$ cat src/rtl/svga_timing_gen_if.sv
// Raster timing bundle from svga_timing_gen to its consumers.
// master: driven by the timing generator; slave: pixel logic / VGA pins.
//   pixel_count, line_count : current raster position (11 b each)
//   h_synch, v_synch        : sync pulses at the configured polarity
//   blank                   : 1 outside the visible area
//   line_start, frame_start : one-cycle strobes at the start of a line / frame
interface svga_timing_gen_if;
    logic [10:0] pixel_count;
    logic [10:0] line_count;
    logic        h_synch;
    logic        v_synch;
    logic        blank;
    logic        line_start;
    logic        frame_start;

    modport master (
        output pixel_count,
        output line_count,
        output h_synch,
        output v_synch,
        output blank,
        output line_start,
        output frame_start
    );

    modport slave (
        input pixel_count,
        input line_count,
        input h_synch,
        input v_synch,
        input blank,
        input line_start,
        input frame_start
    );
endinterface

$ cat src/rtl/svga_timing_gen.sv
// Raster timing generator: horizontal/vertical counters decoded into sync pulses,
// blanking, coordinates and line/frame strobes. Defaults give 640x480 @ 60 Hz.
//   pixel_clock : the only clock
//   reset_n     : asynchronous active-low reset
//   vga         : registered timing outputs (svga_timing_gen_if master)
// Every output is a flop fed from the decode of the same counter state, so all
// outputs are mutually aligned and lag the internal counters by one cycle.
module svga_timing_gen #(
    parameter int unsigned H_ACTIVE   = 640,
    parameter int unsigned H_FRONT    = 16,
    parameter int unsigned H_SYNC     = 96,
    parameter int unsigned H_BACK     = 48,
    parameter int unsigned V_ACTIVE   = 480,
    parameter int unsigned V_FRONT    = 10,
    parameter int unsigned V_SYNC     = 2,
    parameter int unsigned V_BACK     = 33,
    parameter bit          H_SYNC_POL = 1'b0,
    parameter bit          V_SYNC_POL = 1'b0
) (
    input  logic               pixel_clock,
    input  logic               reset_n,
    svga_timing_gen_if.master  vga
);

    localparam logic [10:0] H_MAX    = 11'(H_ACTIVE + H_FRONT + H_SYNC + H_BACK - 1);
    localparam logic [10:0] V_MAX    = 11'(V_ACTIVE + V_FRONT + V_SYNC + V_BACK - 1);
    localparam logic [10:0] H_VIS    = 11'(H_ACTIVE);
    localparam logic [10:0] V_VIS    = 11'(V_ACTIVE);
    localparam logic [10:0] HS_START = 11'(H_ACTIVE + H_FRONT);
    localparam logic [10:0] HS_END   = 11'(H_ACTIVE + H_FRONT + H_SYNC);
    localparam logic [10:0] VS_START = 11'(V_ACTIVE + V_FRONT);
    localparam logic [10:0] VS_END   = 11'(V_ACTIVE + V_FRONT + V_SYNC);

    logic [10:0] h_cnt, h_cnt_d;
    logic [10:0] v_cnt, v_cnt_d;
    logic        h_last, v_last;
    logic        h_synch_d, v_synch_d, blank_d, line_start_d, frame_start_d;

    always_comb begin
        h_last  = (h_cnt == H_MAX);
        v_last  = (v_cnt == V_MAX);
        h_cnt_d = h_last ? 11'd0 : h_cnt + 11'd1;
        v_cnt_d = v_cnt;
        if (h_last) begin
            v_cnt_d = v_last ? 11'd0 : v_cnt + 11'd1;
        end
    end

    always_ff @(posedge pixel_clock or negedge reset_n) begin
        if (!reset_n) begin
            h_cnt <= 11'd0;
            v_cnt <= 11'd0;
        end else begin
            h_cnt <= h_cnt_d;
            v_cnt <= v_cnt_d;
        end
    end

    // Decode of the current counters; vsync covers whole lines, not pixel-aligned.
    always_comb begin
        h_synch_d     = ((h_cnt >= HS_START) && (h_cnt < HS_END)) ? H_SYNC_POL : ~H_SYNC_POL;
        v_synch_d     = ((v_cnt >= VS_START) && (v_cnt < VS_END)) ? V_SYNC_POL : ~V_SYNC_POL;
        blank_d       = (h_cnt >= H_VIS) || (v_cnt >= V_VIS);
        line_start_d  = (h_cnt == 11'd0);
        frame_start_d = (h_cnt == 11'd0) && (v_cnt == 11'd0);
    end

    always_ff @(posedge pixel_clock or negedge reset_n) begin
        if (!reset_n) begin
            vga.pixel_count <= 11'd0;
            vga.line_count  <= 11'd0;
            vga.h_synch     <= ~H_SYNC_POL;
            vga.v_synch     <= ~V_SYNC_POL;
            vga.blank       <= 1'b1;
            vga.line_start  <= 1'b0;
            vga.frame_start <= 1'b0;
        end else begin
            vga.pixel_count <= h_cnt;
            vga.line_count  <= v_cnt;
            vga.h_synch     <= h_synch_d;
            vga.v_synch     <= v_synch_d;
            vga.blank       <= blank_d;
            vga.line_start  <= line_start_d;
            vga.frame_start <= frame_start_d;
        end
    end

endmodule

$ cat src/flat_wrapper.sv
// flat-port wrapper written by rule: the top's interface ports become plain ports
module svga_timing_gen_flat 
#(
    parameter int unsigned H_ACTIVE   = 640,
    parameter int unsigned H_FRONT    = 16,
    parameter int unsigned H_SYNC     = 96,
    parameter int unsigned H_BACK     = 48,
    parameter int unsigned V_ACTIVE   = 480,
    parameter int unsigned V_FRONT    = 10,
    parameter int unsigned V_SYNC     = 2,
    parameter int unsigned V_BACK     = 33,
    parameter bit          H_SYNC_POL = 1'b0,
    parameter bit          V_SYNC_POL = 1'b0
)
  (pixel_clock, reset_n, vga_pixel_count, vga_line_count, vga_h_synch, vga_v_synch, vga_blank, vga_line_start, vga_frame_start);
  svga_timing_gen_if vga_i ();
  input  logic pixel_clock;
  input  logic reset_n;
  output wire logic [$bits(vga_i.pixel_count)-1:0] vga_pixel_count;
  output wire logic [$bits(vga_i.line_count)-1:0] vga_line_count;
  output wire logic [$bits(vga_i.h_synch)-1:0] vga_h_synch;
  output wire logic [$bits(vga_i.v_synch)-1:0] vga_v_synch;
  output wire logic [$bits(vga_i.blank)-1:0] vga_blank;
  output wire logic [$bits(vga_i.line_start)-1:0] vga_line_start;
  output wire logic [$bits(vga_i.frame_start)-1:0] vga_frame_start;
  assign vga_pixel_count = vga_i.pixel_count;
  assign vga_line_count = vga_i.line_count;
  assign vga_h_synch = vga_i.h_synch;
  assign vga_v_synch = vga_i.v_synch;
  assign vga_blank = vga_i.blank;
  assign vga_line_start = vga_i.line_start;
  assign vga_frame_start = vga_i.frame_start;
  svga_timing_gen #(.H_ACTIVE(H_ACTIVE), .H_FRONT(H_FRONT), .H_SYNC(H_SYNC), .H_BACK(H_BACK), .V_ACTIVE(V_ACTIVE), .V_FRONT(V_FRONT), .V_SYNC(V_SYNC), .V_BACK(V_BACK), .H_SYNC_POL(H_SYNC_POL), .V_SYNC_POL(V_SYNC_POL)) u_core (.pixel_clock(pixel_clock), .reset_n(reset_n), .vga(vga_i));
endmodule
$ cat config.mk
export PLATFORM = sky130hd
export DESIGN_NAME = svga_timing_gen_flat
export DESIGN_NICKNAME = d
export VERILOG_FILES = /design/src/rtl/svga_timing_gen_if.sv /design/src/rtl/svga_timing_gen.sv /design/src/flat_wrapper.sv
export SDC_FILE = /design/constraint.sdc
export NUM_CORES = 1
export LEC_CHECK = 0
export CAP_MARGIN = 10
export CORE_MARGIN = 8
export CORE_UTILIZATION = 50
export DETAILED_ROUTE_END_ITERATION = 12
export DONT_BUFFER_PORTS = 1
export GPL_TIMING_DRIVEN = 1
export HOLD_SLACK_MARGIN = 0.06
export PLACE_DENSITY = 0.69
export SETUP_SLACK_MARGIN = 0.15
export SYNTH_ARGS = -nofsm -noshare
export SYNTH_HDL_FRONTEND = slang
export SYNTH_SLANG_ARGS = --single-unit
$ cat constraint.sdc
create_clock -name pixel_clock -period 4.6 [get_ports pixel_clock]
set_input_delay 0.92 -clock pixel_clock [delete_from_list [all_inputs] [get_ports pixel_clock]]
set_output_delay 0.92 -clock pixel_clock [all_outputs]
set_load 0.01 [all_outputs]
==> results of run 1 <==
[area by class of cell]
class                      instances  share of cell area [%]
sequential                        49                   58.69
clock buffer                       6                   3.940
multi-input combinational         97                   31.46
clock inverter                     2                   1.791
tap                               48                   2.866
inverter                           7                   1.254
[how the worst min path moves through the flow]
stage | start | endpoint | cells past startpoint
6_report | reset_n | u_core.vga.pixel_count[2] | 0
5_1_grt | reset_n | u_core.vga.pixel_count[3] | 0
4_1_cts | reset_n | u_core.vga.pixel_count[9] | 0
3_5_place_dp | u_core.v_cnt[1] | u_core.vga.line_count[1] | 0
3_3_place_gp | u_core.h_cnt[1] | u_core.vga.pixel_count[1] | 0
2_1_floorplan | u_core.v_cnt[3] | u_core.vga.line_count[3] | 0
[per-stage QoR]
stage	worst slack [ns]	hold WS, ns
floorplan	2.783	0.3519
global placement	2.646	0.4293
detailed placement	2.584	0.4463
CTS	2.574	0.2981
global route	2.428	0.2839
finish	2.565	0.2978
[layout by cell type, fill, tap and decap left out, drive strengths merged, types with 2 or more instances in the layout]
cell and instances:
inv 7, and3 2, clkbuf 6, o21ai 9
xor2 4, nor4b 2, nor2 8, and4 4
o31ai 4, nand3 11, dfstp 3, nand4 5
nor3 5, dfrtp 46, or4 2, xnor2 5
nand2 13, ha 4, nor4 6
[worst register-to-register path, cell delays in order (launching register included)]
cell,delay (ns)
dfrtp_1,0.44
ha_1,0.23
and4_1,0.34
and4_1,0.55
nand2_4,0.12
o31ai_1,0.26
[cell families after synthesis]
group | share of synthesized area [%]
buf+inv | 2.769
fa+ha+maj | 2.576
compound gates | 5.860
xor+xnor | 4.056
mux | 1.095
flops | 63.30
simple gates | 20.35
[state kept, by name, indices dropped and copies added (netlist names)]
signal	cells
u_core.h_cnt	11
u_core.v_cnt	11
u_core.vga.line_count	11
u_core.vga.pixel_count	11
u_core.vga.blank	1
u_core.vga.frame_start	1
u_core.vga.h_synch	1
u_core.vga.line_start	1
u_core.vga.v_synch	1
[power by group]
part | switching (mW) | leakage (nW) | internal [mW]
clock | 0.138 | 0.0574 | 0.177
combinational | 0 | 0.253 | 0
sequential | 0 | 0.650 | 0.431
total | 0.138 | 0.960 | 0.607
[metal layers]
layer	vias to the layer above	part of all wire [%]	track usage [%]
met5	-	0	0
met1	583	45	15.69
met2	52	43	16.65
met3	7	9.4	6.264
li1	563	-	-
met4	0	1.7	4.815
==> impl_metrics.toml, run 1 <==
[status]
status = "finished, final reports clean"

[setup_path]
critPathLaunch = "u_core.h_cnt[0]"
r2r_start = "u_core.h_cnt[0]"
start_kind = "flop"
cp.depth = 5
crit_slowest_cell = "and4_1"
worst-r2r-cell-count = 5
arrival_ns = 2.24
cp_cell_sequence = "ha_1 -> and4_1 -> and4_1 -> nand2_4 -> o31ai_1"
cp.required_ns = 4.81
endpoint = "u_core.v_cnt[7]"
r2r_end = "u_core.v_cnt[7]"
critPathBufInv = 0
max_stage_delay_ns = 0.55
crit_top_cell = "and4_1"
crit_fanout = 13
r2r_slack_ns = 2.56
end_kind = "flop"
crit_family = "simple AND/OR/NAND/NOR gates"
worst-setup-path-type = "flop to flop"

[route]
via_count = 1205
final_antenna_net_count = 0
viasPerCell = 5.766
drt_wl_total_mm = 3.506
wl_per_cell_um = 16.78
firstDrtPassIters = 4
post-route-drc-count = 0
drt_iter0_drc = 140

[timing]
drv_slew = 0
fin_worst_skew_ns = 0.01022
setup-violations-final = 0
slew-limit-headroom_pct = 65.49
period_needed_ns = 2.035
grt_setup_unrepaired = "false"
worst_slew_pin_slew_ns = 0.5129
timing.final.crit_share_pct = 44.25
tns_ns = 0
fmax_mhz = 491.3
hold_violations = 0

[floorplanning]
die_w_um = 78.34
io_pins = 29
start_util_pct = 52.68
die-area_mm2 = 0.006137
core_area_mm2 = 0.003689
die_h_um = 78.34
rows = 22

[placed_design]
place_congestion = 0.8412
hpwl_mm = 2.433
placed_cells = 201
io_buffers = 0
place_area_mm2 = 0.001976

[job]
max_cap_viol_count = 0

[clock_tree]
cts_setup_buffers = 0
cts_hold_buf = 0
root_buffer = "clkbuf_8"
clk_path_buf_depth = 2
clk_latency_ns = 0.30
numCtsBuffers = 5
cts.clk_slew.worst_paths_ns = 0.09
cts_resized = 0
cts_tree = "yes"
cts.sinks = 49
cts_max_level = 2

[finish]
n_antenna_cell = 0
multiInputGateArea_um2 = 659.4
layout-drive-gt1-share_pct = 11.80
syn_to_final_growth_pct = 7.856
nets = 166
regArea_mm2 = 0.001230
final_util_pct = 56.82
fillCellCount = 320
finalInstanceArea_mm2 = 0.002096
fin_cells = 209

[global_route]
grt_pass1_vias = 1177
grt_pass1_wl_mm = 5.878
antenna_found_initial = 0
grt_max_degree = 50
grt_usage_pct = 12.12
overflow = 0

[logic_synthesis]
synthFlopType = "dfrtp_1"
synth_area_leaders = "dfrtp_1, dfstp_2, nand3_1, ha_1, nand2_1"
yosysTopAreaCellShare_pct = 59.24
synth_commonest_cells = "dfrtp_1, nand2_1, nand3_1"
synth.most_common_cell = "dfrtp_1"
synth.distinct_cells = 40
synth_cells = 158
syn_area_mm2 = 0.001943
synth.avg_cell_area_um2 = 12.30
ys_warn_count = 0
synth_seq_area_share_pct = 63.30
synth-seq-cells = 49
synthArstFlopShare_pct = 100.0
synth_nets = 164
synth_edf_count = 0
yosys.area.top_type = "dfrtp_1"

[power]
leakagePower_nw = 0.9601
power_mw = 0.7449
peakVddDrop_uv = 131.7
power_density_mw_per_mm2 = 355.4

[min_path]
hp-class = "input pin to async pin"
Power figures use the tool's default switching activity.
==> run 2: changes to the inputs <==
--- a/config.mk
+++ b/config.mk
@@ -12,7 +12,7 @@
 export DONT_BUFFER_PORTS = 1
 export GPL_TIMING_DRIVEN = 1
 export HOLD_SLACK_MARGIN = 0.06
-export PLACE_DENSITY = 0.69
+export PLACE_DENSITY = 0.72
 export SETUP_SLACK_MARGIN = 0.15
 export SYNTH_ARGS = -nofsm -noshare
 export SYNTH_HDL_FRONTEND = slang
==> constraint.sdc (replaced) <==
create_clock -name pixel_clock -period 1.7 [get_ports pixel_clock]
set_input_delay 0.34 -clock pixel_clock [delete_from_list [all_inputs] [get_ports pixel_clock]]
set_output_delay 0.34 -clock pixel_clock [all_outputs]
set_load 0.01 [all_outputs]
==> impl_metrics.toml, run 2 (synthesis results as in run 1) <==
[status]
status = "finished with violations"
violations = "setup timing"

[setup_path]
r2r_start = "u_core.v_cnt[1]"
critPathLaunch = "u_core.v_cnt[1]"
start_kind = "flop"
worst-setup-path-type = "flop to flop"
r2r_slack_ns = -0.19
cp.required_ns = 1.88
endpoint = "u_core.v_cnt[8]"
r2r_end = "u_core.v_cnt[8]"
end_kind = "flop"
worst-r2r-cell-count = 6
crit_fanout = 5
arrival_ns = 2.07

[floorplanning]
die_w_um = 78.34
io_pins = 29
core_area_mm2 = 0.003689
rows = 22
die-area_mm2 = 0.006137
start_util_pct = 52.68
die_h_um = 78.34

[clock_tree]
cts.sinks = 49
cts_max_level = 2
root_buffer = "clkbuf_8"
cts_tree = "yes"
clk_latency_ns = 0.30
clk_path_buf_depth = 2
cts.clk_slew.worst_paths_ns = 0.08
numCtsBuffers = 5

[timing]
hold_violations = 0
timing.final.crit_share_pct = 110.9
slew-limit-headroom_pct = 71.22
fin_hold_ws_ns = 0.5216
finalWorstSetupSlack_ns = -0.1856
period_needed_ns = 1.886
fmax_mhz = 530.3
fin_worst_skew_ns = 0.005723
grt_setup_unrepaired = "true"
worst_slew_pin_slew_ns = 0.4277
drv_slew = 0
tns_ns = -1.665
setup-violations-final = 11

[finish]
layout-drive-gt1-share_pct = 35.53
nets = 202
final_cell_mix = "dfrtp_1, buf_4, nand2_1"
n_antenna_cell = 0
syn_to_final_growth_pct = 27.75
finalInstanceArea_mm2 = 0.002482
final_common_cell = "dfrtp_1"

[global_route]
grt_usage_pct = 14.48
grt_pass1_vias = 1444
overflow = 0
grt_max_degree = 50
grt_pass1_wl_mm = 7.120
antenna_found_initial = 0

[placed_design]
hpwl_mm = 2.828
dpl_worst_slack_ns = -0.1555
place_area_mm2 = 0.002198
place_congestion = 0.8983
io_buffers = 0

[power]
peakVddDrop_uv = 394.4
power_mw = 1.923
p_int_mw = 1.540
p_clk_share_pct = 37.9
power.share.switching_pct = 19.88
p_switching_mw = 0.3823
power_density_mw_per_mm2 = 774.5
p_comb_share_pct = 1.6
power_frac_seq_pct = 60.6
leakagePower_nw = 1.165

[route]
via_count = 1393
drt_iter0_drc = 130
drt_wl_total_mm = 4.227
viasPerCell = 5.686
wl_per_cell_um = 17.25
final_antenna_net_count = 0
firstDrtPassIters = 4
post-route-drc-count = 0

[min_path]
hp-class = "flop to flop"

[job]
max_cap_viol_count = 0
## run 2: area by class of cell
class                      count  area (um^2)
sequential                    49         1230
fill                         275         1206
multi-input combinational     98        773.2
timing repair buffer          35        289.0
clock buffer                   7        96.34
tap                           48        60.06
inverter                       7        28.78
clock inverter                 1        5.005
## run 2: worst min-delay path by stage
stage / start / end / slack [ns] / cells after the start
final: u_core.v_cnt[8] / u_core.vga.line_count[8] / 0.52 / 1
after global routing: u_core.v_cnt[5] / u_core.vga.line_count[5] / 0.54 / 1
after CTS: u_core.v_cnt[5] / u_core.vga.line_count[5] / 0.52 / 1
after detailed placement: reset_n / u_core.vga.pixel_count[2] / 0.05 / 0
after global placement: reset_n / u_core.vga.pixel_count[1] / 0.05 / 0
after floorplan: reset_n / u_core.h_cnt[0] / 0.04 / 0
## run 2: repair_timing
item                       CTS  global route
hold endpoints to repair    49             0
setup buffers                2             2
gates resized for setup     13            10
gates cloned                 0             1
setup endpoints to repair   17            17
hold buffers                 2             0
pin swaps                    3             5
## run 2: worst max-delay path, cell delays in order (launching register included)
cell	delay [ns]
dfrtp_1	0.40
inv_2	0.08
ha_4	0.13
or4b_4	0.46
or4_4	0.49
nand2_4	0.14
o31ai_1	0.07
## run 2: per-layer routing
metal / vias up / GRT usage, % / routed length, um / part of all wire [%]
met5: - / 0 / 0 / 0
met4: 0 / 5.741 / 58 / 1.4
met3: 6 / 6.264 / 370 / 8.8
met2: 49 / 22.04 / 2019 / 48
met1: 695 / 17.69 / 1778 / 42
li1: 643 / - / - / -
## run 2: power by group through the flow
stage | logic, mW | clock network, mW | registers [mW]
6_report | 0.0303 | 0.728 | 1.16
5_1_grt | 0.0359 | 0.790 | 1.16
4_1_cts | 0.0323 | 0.747 | 1.16
3_5_place_dp | 0.000000404 | 0 | 1.19
3_3_place_gp | 0.000000404 | 0 | 1.19
2_1_floorplan | 0.000000271 | 0 | 1.19
## run 2: per-stage QoR
stage	instances	util, %
3_3_place_gp	230	59.60
2_1_floorplan	158	-
4_1_cts	242	65.23
5_1_grt	245	67.30
3_5_place_dp	230	59.60
6_report	245	67.30
==> run 3: changes to the inputs <==
--- a/config.mk
+++ b/config.mk
@@ -5,6 +5,7 @@
 export SDC_FILE = /design/constraint.sdc
 export NUM_CORES = 1
 export LEC_CHECK = 0
+export ABC_CLOCK_PERIOD_IN_PS = 1700
 export CAP_MARGIN = 10
 export CORE_MARGIN = 8
 export CORE_UTILIZATION = 50
==> results of run 3 <==
Same layout as run 2: the final DEF is identical, and so are final timing and power.
